==> config.mk <==
export PLATFORM = sky130hd
export DESIGN_NAME = minn_window_sum
export DESIGN_NICKNAME = d
export VERILOG_FILES = /design/src/rtl/minn_pkg.sv /design/src/rtl/minn_window_ram.sv /design/src/rtl/minn_window_sum.sv
export SDC_FILE = /design/constraint.sdc
export NUM_CORES = 1
export LEC_CHECK = 0
export ABC_AREA = 1
export CAP_MARGIN = 30
export CELL_PAD_IN_SITES_DETAIL_PLACEMENT = 2
export CELL_PAD_IN_SITES_GLOBAL_PLACEMENT = 2
export CORE_MARGIN = 5
export CORE_UTILIZATION = 48
export CTS_BUF_LIST = sky130_fd_sc_hd__clkbuf_2
export CTS_CLUSTER_SIZE = 20
export DETAILED_ROUTE_END_ITERATION = 10
export DONT_BUFFER_PORTS = 1
export HOLD_SLACK_MARGIN = 0.15
export MAX_ROUTING_LAYER = met4
export PLACE_DENSITY_LB_ADDON = 0.12
export SYNTH_ARGS = -nofsm -noshare
export SYNTH_HDL_FRONTEND = slang
export SYNTH_SLANG_ARGS = --single-unit
==> constraint.sdc <==
create_clock -name clk -period 7.05 [get_ports clk]
set_clock_uncertainty 0.15 [all_clocks]
set_input_delay 1.41 -clock clk [delete_from_list [all_inputs] [get_ports clk]]
set_output_delay 1.41 -clock clk [all_outputs]
set_load 0.1 [all_outputs]
==> src/rtl/minn_pkg.sv <==
// Shared types and helpers for the Minn timing-metric windowed-sum path.
package minn_pkg;

  localparam int DEFAULT_IN_WIDTH = 16;
  localparam int DEFAULT_WINDOW   = 16;

  typedef logic signed [DEFAULT_IN_WIDTH-1:0] sample_t;

  // FILL_FULL is reached on the WINDOW-th accept and left only on rst/flush.
  typedef enum logic {
    FILL_FILLING = 1'b0,
    FILL_FULL    = 1'b1
  } fill_state_e;

  // Width that holds the sum of `window` signed samples of `in_width` bits.
  function automatic int sum_width(input int in_width, input int window);
    return in_width + $clog2(window);
  endfunction

endpackage

==> src/rtl/minn_window_ram.sv <==
// Circular sample buffer: combinational read of the slot about to be overwritten,
// write and pointer advance on we. Storage is not reset so it can map to RAM.
module minn_window_ram #(
  parameter int WIDTH = 16,
  parameter int DEPTH = 16,
  localparam int PTR_W = (DEPTH > 1) ? $clog2(DEPTH) : 1
) (
  input  logic             clk,
  input  logic             rst,
  input  logic             restart,
  input  logic             we,
  input  logic [WIDTH-1:0] wdata,
  output logic [WIDTH-1:0] rdata,
  output logic [PTR_W-1:0] wr_ptr
);

  logic [WIDTH-1:0] mem [DEPTH];

  always_ff @(posedge clk) begin
    if (rst || restart) begin
      wr_ptr <= '0;
    end else if (we) begin
      wr_ptr <= (wr_ptr == PTR_W'(DEPTH - 1)) ? '0 : wr_ptr + 1'b1;
    end
  end

  always_ff @(posedge clk) begin
    if (we) begin
      mem[wr_ptr] <= wdata;
    end
  end

  // Read-before-write: rdata is the sample that entered DEPTH writes ago.
  assign rdata = mem[wr_ptr];

endmodule

==> src/rtl/minn_window_sum.sv <==
// Sliding-window accumulator: running sum of the last WINDOW accepted samples,
// registered with one cycle of latency.
module minn_window_sum
  import minn_pkg::*;
#(
  parameter int IN_WIDTH = DEFAULT_IN_WIDTH,
  parameter int WINDOW   = DEFAULT_WINDOW,
  localparam int SUM_WIDTH = sum_width(IN_WIDTH, WINDOW)
) (
  input  logic                        clk,
  input  logic                        rst,
  input  logic                        flush,
  input  logic                        in_valid,
  input  logic signed [IN_WIDTH-1:0]  in_data,
  output logic                        out_valid,
  output logic signed [SUM_WIDTH-1:0] out_sum,
  output logic                        window_full
);

  // Handshake: in_valid has no backpressure, every strobed sample is taken
  // unless rst/flush is high that cycle; out_valid is a one-cycle pulse the
  // cycle after an accept, only once the window holds WINDOW samples.

  if (WINDOW < 1) begin : g_window_check
    $error("minn_window_sum: WINDOW must be >= 1");
  end

  localparam int CNT_W = $clog2(WINDOW + 1);
  localparam int PTR_W = (WINDOW > 1) ? $clog2(WINDOW) : 1;

  fill_state_e                 state_q, state_d;
  logic [CNT_W-1:0]            fill_cnt_q, fill_cnt_d;
  logic signed [SUM_WIDTH-1:0] acc_q, acc_d;
  logic                        out_valid_q;
  logic                        accept;
  logic [IN_WIDTH-1:0]         oldest_raw;
  logic signed [IN_WIDTH-1:0]  oldest;
  logic [PTR_W-1:0]            wr_ptr;

  assign accept = in_valid && !rst && !flush;

  minn_window_ram #(
    .WIDTH(IN_WIDTH),
    .DEPTH(WINDOW)
  ) u_ram (
    .clk    (clk),
    .rst    (rst),
    .restart(flush),
    .we     (accept),
    .wdata  (in_data),
    .rdata  (oldest_raw),
    .wr_ptr (wr_ptr)
  );

  // Until the window has filled, the slot under wr_ptr is stale; subtract 0.
  assign oldest = (state_q == FILL_FULL) ? $signed(oldest_raw) : '0;

  always_comb begin
    state_d    = state_q;
    fill_cnt_d = fill_cnt_q;
    acc_d      = acc_q;
    if (accept) begin
      acc_d = acc_q + SUM_WIDTH'(in_data) - SUM_WIDTH'(oldest);
      if (fill_cnt_q != CNT_W'(WINDOW)) begin
        fill_cnt_d = fill_cnt_q + 1'b1;
      end
      if (state_q == FILL_FILLING && fill_cnt_q == CNT_W'(WINDOW - 1)) begin
        state_d = FILL_FULL;
      end
    end
  end

  always_ff @(posedge clk) begin
    if (rst || flush) begin
      state_q     <= FILL_FILLING;
      fill_cnt_q  <= '0;
      acc_q       <= '0;
      out_valid_q <= 1'b0;
    end else begin
      state_q     <= state_d;
      fill_cnt_q  <= fill_cnt_d;
      acc_q       <= acc_d;
      out_valid_q <= accept && (state_d == FILL_FULL);
    end
  end

  assign out_sum     = acc_q;
  assign out_valid   = out_valid_q;
  assign window_full = (state_q == FILL_FULL);

endmodule

-- Word level (Yosys, flattened, before mapping)
Memory sizes are Yosys's and may differ from the RTL's. A register that Yosys moved wholly into a read port is not among the register bits.
Cells that the tools add are included.
- bits in registers: 31
- RAM bits: 256
- input bits: 20
- output and inout port bits: 22
- word-level logic and storage cells: 30
- memories kept: 1
- memories (name ; depth ; bits a word ; read ports ; clocked after memory_dff ; write ports ; line ; RTL):
    u_ram.mem ; 16 ; 16 ; 1 ; 1 ; 1 ; minn_window_ram.sv:17 ; logic [WIDTH-1:0] mem [DEPTH];
- $add $sub $neg: 4
- eq/ne operators: 3
- multiplexer cells: 8
- bitwise operators: 1
- reductions and logical operators: 8
- operator list (cell ; count):
    adder 20 x 16 -> 20 bit ; 1
    subtractor 20 x 16 -> 20 bit ; 1
    two-way mux 16 bit ; 1
    two-way mux 4 bit ; 3
    adder 5 x 1 -> 5 bit, second input constant ; 1
    equality test 5 x 4 -> 1 bit, second input constant ; 1
    != test 5 bit, second input constant ; 1
    adder 4 x 1 -> 4 bit, second input constant ; 1
    equality test 4 bit, second input constant ; 1
    logical AND 1 bit ; 4
    two-way mux 1 bit ; 4
    logical NOT 1 bit ; 2
    AND reduction 2 bit ; 1
    logical OR 1 bit ; 1
    NOT 1 bit ; 1

-- Longest topological paths before layout
- depth after elaboration: 5
- depth in mapped cells: 23
- depth with buffers taken out: 21

-- Hierarchy
From an unflattened synthesis, not the netlist that was laid out.
- cells, all modules: 1558
- area, all modules: 14405.1 µm²
- by module, submodules not included (module ; times used ; cells an instance ; area an instance (µm²) ; sequential area each (µm²)):
    minn_window_ram ; 1 ; 1087 ; 11335.9 ; 7847.5
    minn_window_sum ; 1 ; 471 ; 3069.2 ; 540.5

-- Worst setup path after synthesis
OpenSTA, ideal clock, no wires.
- path type: flip-flop to flip-flop
- start point: register state_q (netlist: window_full)
- end point: register acc_q[19] (netlist: out_sum[19])
- library setup time: 0.109 ns
- data arrival time: 3.255 ns
- setup slack: 3.536 ns
- cell stages (with the launch flop): 16
- buffers on the path: 1
- period minus slack after synthesis: 3.514 ns
- cells stage by stage: dfxtp_1 -> inv_1 -> clkbuf_1 -> a21oi_1 -> fa_1 -> inv_1 -> ha_1 -> nand2_1 -> nor2_1 -> inv_1 -> nor2_1 -> nand3_1 -> nand4_1 -> nand3_1 -> nand2_1 -> inv_1
- word-level cells in the longest chain between the ends: 2
- ends and longest elaborated chain (what ; line ; RTL):
    start, declared ; minn_window_sum.sv:31 ; fill_state_e state_q, state_d;
    start signal, assigned ; minn_window_sum.sv:80 ; state_q <= state_d;
    two-way mux 16 bit ; minn_window_sum.sv:56 ; assign oldest = (state_q == FILL_FULL) ? $signed(oldest_raw) : '0;
    subtractor 20 x 16 -> 20 bit ; minn_window_sum.sv:63 ; acc_d = acc_q + SUM_WIDTH'(in_data) - SUM_WIDTH'(oldest);
    end signal, assigned ; minn_window_sum.sv:77 ; acc_q <= '0;
    end signal, assigned ; minn_window_sum.sv:82 ; acc_q <= acc_d;
    end, declared ; minn_window_sum.sv:33 ; logic signed [SUM_WIDTH-1:0] acc_q, acc_d;
No other way between the ends.
A chain may end at the register's enable or synchronous reset.

==> results <==
- In this run the power spent charging and discharging nets is 0.00110 W.
- The number of antenna violations at the first check in global routing is 1.
- The first global-routing pass estimated between 70000 and 80000 um of wire.
- Wires add up to 48600 um.
- The total core area is roughly 27000 um2.
- The CTS tree is built.
- The number of max-slew violations in the final report is 0.
- Synthesis instantiated 36 different standard cells from the library.
- Dividing the final minimum period by the clock period gives 0.754.
- The worst slew margin relative to its limit is 0.290.
- The count of routing violations after the opening detailed-route iteration is between 800 and 900.
- Of the total power, the clock network draws 0.337.
- The x dimension of the die is 175 um.
- After clock tree synthesis, the setup repair step added 0 buffers.
- The final cell count without fillers is 1638.
- The startpoint type of the worst setup path is a flip-flop.
- The run finished with clean final reports.
- The detailed-router iteration count before antenna repair is 5.
- The start-to-end type of the worst setup path is flip-flop to flip-flop.
- The HPWL after detailed placement is between 20000 and 30000 um.
- In this run the most critical hold path is launched from fill_cnt_q[1].
- The post-synthesis cell count is between 1000 and 1500.
- For this configuration, the core starts out at a cell density of 0.487.
- The Yosys step of the flow raised 0 warnings.
- The layout filler cell count is about 2600.
- After clock tree synthesis, the repair step resized 0 gates.
- The switching part of the total power is 0.307.
- Static timing analysis puts the maximum clock frequency at approximately 190 MHz.
- VDD sags by at most 0.141 mV.
- Synthesis produced a netlist with a net count of roughly 1200.
- For this design the top-level I/O count stands at between 40 and 50.
- The count of unresolved DRC violations after routing is 0.
- In this run, synthesis produced a sequential element count of between 200 and 300.
- Summing every instance area after synthesis gives ~13000 um2.
- The number of routed nets with antenna violations is 0.
- Along the worst path, the maximum fanout reaches 50.
- Summing over every cut layer, the via total after detailed routing is 10100.
- For this run, the register share of the synthesized area comes to 0.638.
- The static leakage power is about 5.4 nW.
- In this run, synthesis inferred roughly 260 flip-flops with an integrated enable.
- The clock reaches the later pin of the worst-skew pair after 910 ps.
- Max-cap violations in this run came to 0.
- The cell depth of the worst hold path is 2.
- At the end of the flow, the number of nets in the layout was between 1000 and 1500.
- Setup violations remaining at the end of the flow were counted as 0.
- The top cell type by total area after synthesis is sky130_fd_sc_hd__edfxtp_1.
- The count of final hold-check violations was 0.
- Summed over all failing endpoints, the final setup total negative slack is 0 ps.
- The die covers 30800 um2.
- Data on the critical path arrives at its endpoint at 5960 ps.
- The height of the chip is about 180 um.
- The area growth from synthesis to layout is 10.8%.
- Port buffering added 0 buffers.
- After clock tree synthesis, the clock-pin slew on the worst setup and hold paths is about 100 ps.
- Entering global routing, the biggest net connects 75 pins.
- Setup slack on the worst reg-to-reg path comes out at approximately 1700 ps.
- The mean instance size in the synthesized netlist is about 11 um2.
- The H-tree generated during clock tree synthesis spans 3 levels.
- STA puts the critical path data required time at slightly below 8000 ps.
- The async set-or-reset flop fraction in the synthesized netlist is 0.
- By instance count, the leading cell after synthesis is sky130_fd_sc_hd__edfxtp_1.
- For this design, the CTS-stage hold fixing added 0 buffers.
- The number of placed instances, taps included is 1495.
- The primary flip-flop cell chosen by synthesis mapping is sky130_fd_sc_hd__edfxtp_1.
- The share of synthesized area in the top cell type comes to 0.585.
- The ratio of total power to cell area is 247 nW/um2.
- The via count of the first global-routing pass came to ~11000.
- The sum of overflow across all layers after global routing is 0.
- The worst reg2reg path endpoint is out_sum[19].
- Once layout is complete, the utilization of the core stands at 0.540.
- The minimum clock period after layout is about 5300 ps.
- Prior to clock tree synthesis, the placed netlist has a worst setup slack of ~2100 ps.
- The sequential share of power is 0.537.
- The maximum buffer depth of the clock tree is 3.
- The number of rows created at floorplan is 60.
- The internal power of the cells totals between 0.002 and 0.0025 W.
- The final hold slack is roughly 370 ps.
- The congestion estimate from routability-driven global placement came to roughly 0.8.
- The tightest min-delay check is of the flip-flop to flip-flop type.
- The worst hold path endpoint is fill_cnt_q[1].
- Counting cells, the worst reg-to-reg path comes to 19.
- The share of total power dissipated in combinational logic is 0.126.
- The final critical-path setup slack is 1730 ps.
- Setup repair after global routing left no endpoint under its margin.
- Counting every sink on the clock net gives 291.
- The fraction of layout instances using a drive strength above 1 is 0.144.
- The sort of element at the end of the critical path is a flip-flop.
- In this run, CTS created clock tree buffers numbering 77.
- The buffer type at the clock tree root is sky130_fd_sc_hd__clkbuf_2.
- For the pin with the worst max-slew slack, the measured transition is ~1100 ps.
- The overall track demand over capacity in global routing is 0.319.
- In the final routed layout, each cell accounts on average for 29.7 um.
- Using the TritonRoute via totals, the vias-per-cell ratio works out to between 6 and 7.
- After synthesis, the cell types taking the most area are sky130_fd_sc_hd__edfxtp_1 (59%), sky130_fd_sc_hd__dfxtp_1 (5.3%), sky130_fd_sc_hd__o21ai_0 (5.3%).
- After synthesis, the most frequently instantiated cells are sky130_fd_sc_hd__edfxtp_1 (256), sky130_fd_sc_hd__nor2_1 (178), sky130_fd_sc_hd__o21ai_0 (138).
==> per-layer routing <==
layer,track usage,routed length [um],vias to the layer above
met5,-,0,-
met4,0.144,2020,0
met3,0.0678,2880,116
met2,0.539,25000,392
met1,0.367,18800,5234
li1,-,-,4318
==> state kept, by name (all words and copies together) (netlist names), named ones only <==
| signal | flops |
|---|---|
| u_ram.wr_ptr | 4 |
| window_full | 1 |
| out_valid | 1 |
| u_ram.mem | 256 |
| out_sum | 20 |
| fill_cnt_q | 5 |
==> cell usage in the layout, fill, tap and decap left out, types with 3 or more instances in the layout <==
master and instances:
sky130_fd_sc_hd__o21ai_1 3, sky130_fd_sc_hd__xnor2_1 4, sky130_fd_sc_hd__clkinv_1 13, sky130_fd_sc_hd__o221ai_1 47, sky130_fd_sc_hd__inv_1 133, sky130_fd_sc_hd__clkinv_2 3, sky130_fd_sc_hd__clkbuf_1 3, sky130_fd_sc_hd__a211oi_1 4
sky130_fd_sc_hd__inv_2 4, sky130_fd_sc_hd__o22ai_1 16, sky130_fd_sc_hd__or2_2 3, sky130_fd_sc_hd__nand2_1 110, sky130_fd_sc_hd__buf_1 3, sky130_fd_sc_hd__nor3_1 5, sky130_fd_sc_hd__buf_4 20, sky130_fd_sc_hd__ha_1 28
sky130_fd_sc_hd__nor2_1 162, sky130_fd_sc_hd__a21oi_1 43, sky130_fd_sc_hd__xor2_1 5, sky130_fd_sc_hd__buf_8 3, sky130_fd_sc_hd__edfxtp_1 256, sky130_fd_sc_hd__nand3_1 55, sky130_fd_sc_hd__o31ai_1 3, sky130_fd_sc_hd__fa_1 19
sky130_fd_sc_hd__o211ai_1 18, sky130_fd_sc_hd__clkbuf_2 114, sky130_fd_sc_hd__nor2_2 16, sky130_fd_sc_hd__buf_16 11, sky130_fd_sc_hd__o21ai_0 138, sky130_fd_sc_hd__dfxtp_1 32
==> layout make-up <==
type / instances / area (um2) / area share
Antenna cell: 1 / 2.50 / 0.000172
Tap cell: 341 / 427 / 0.0293
Inverter: 137 / 515 / 0.0354
Multi-Input combinational cell: 691 / 3960 / 0.272
Timing Repair Buffer: 43 / 572 / 0.0393
Sequential cell: 291 / 8390 / 0.577
Clock buffer: 114 / 571 / 0.0392
Clock inverter: 20 / 116 / 0.00800
==> critical path: stages, from the launching register on <==
cell                       delay, ps
sky130_fd_sc_hd__dfxtp_4         590
sky130_fd_sc_hd__buf_4           490
sky130_fd_sc_hd__buf_4           540
sky130_fd_sc_hd__o21ai_0         250
sky130_fd_sc_hd__o221ai_1        250
sky130_fd_sc_hd__o211ai_1        190
sky130_fd_sc_hd__a21oi_1         640
sky130_fd_sc_hd__fa_1            560
sky130_fd_sc_hd__inv_1            90
sky130_fd_sc_hd__ha_1            230
sky130_fd_sc_hd__nand2_1         160
sky130_fd_sc_hd__nor2_1          190
sky130_fd_sc_hd__inv_1            60
sky130_fd_sc_hd__nor2_1          170
sky130_fd_sc_hd__nand3_1         180
sky130_fd_sc_hd__nand3_1         140
sky130_fd_sc_hd__nand2_1          70
sky130_fd_sc_hd__nand3_1          80
sky130_fd_sc_hd__nand2_1          80
sky130_fd_sc_hd__inv_1            80
==> power groups by stage <==
stage	sequential (W)	clock [W]	combinational [W]
after floorplan	0.00199	0	0.000254
after global placement	0.00199	0	0.000328
after detailed placement	0.00198	0	0.000383
after CTS	0.00194	0.00124	0.000404
after global routing	0.00193	0.00135	0.000485
final	0.00193	0.00121	0.000451
==> per-stage QoR <==
| stage | power, W | area, um2 |
|---|---|---|
| finish | 0.00359 | 14600 |
| detailed placement | 0.00237 | 13700 |
| global route | 0.00376 | 14600 |
| floorplan | 0.00224 | 13100 |
| global placement | 0.00232 | 13500 |
| CTS | 0.00358 | 14400 |
==> cell families (layout without fill, tap and decap cells) <==
logic type,after synthesis,after routing,synth area share
buffers and inverters,194,314,0.0634
adder cells (fa/ha/maj),47,47,0.0556
AND/OR/NAND/NOR,360,360,0.111
flip-flops,291,291,0.638
XOR/XNOR,9,9,0.00600
other,0,1,0
AO/OA/AOI/OAI,275,275,0.125
==> how the worst max path moves through the flow <==
stage | from | end | slack (ps)
floorplan | window_full | out_sum[19] | 3540
global placement | flip-flop | out_sum[19] | 2250
detailed placement | flip-flop | out_sum[16] | 2090
CTS | flip-flop | out_sum[19] | 1920
global route | flip-flop | out_sum[19] | 1460
finish | flip-flop | out_sum[19] | 1730
Power figures use the tool's default switching activity.
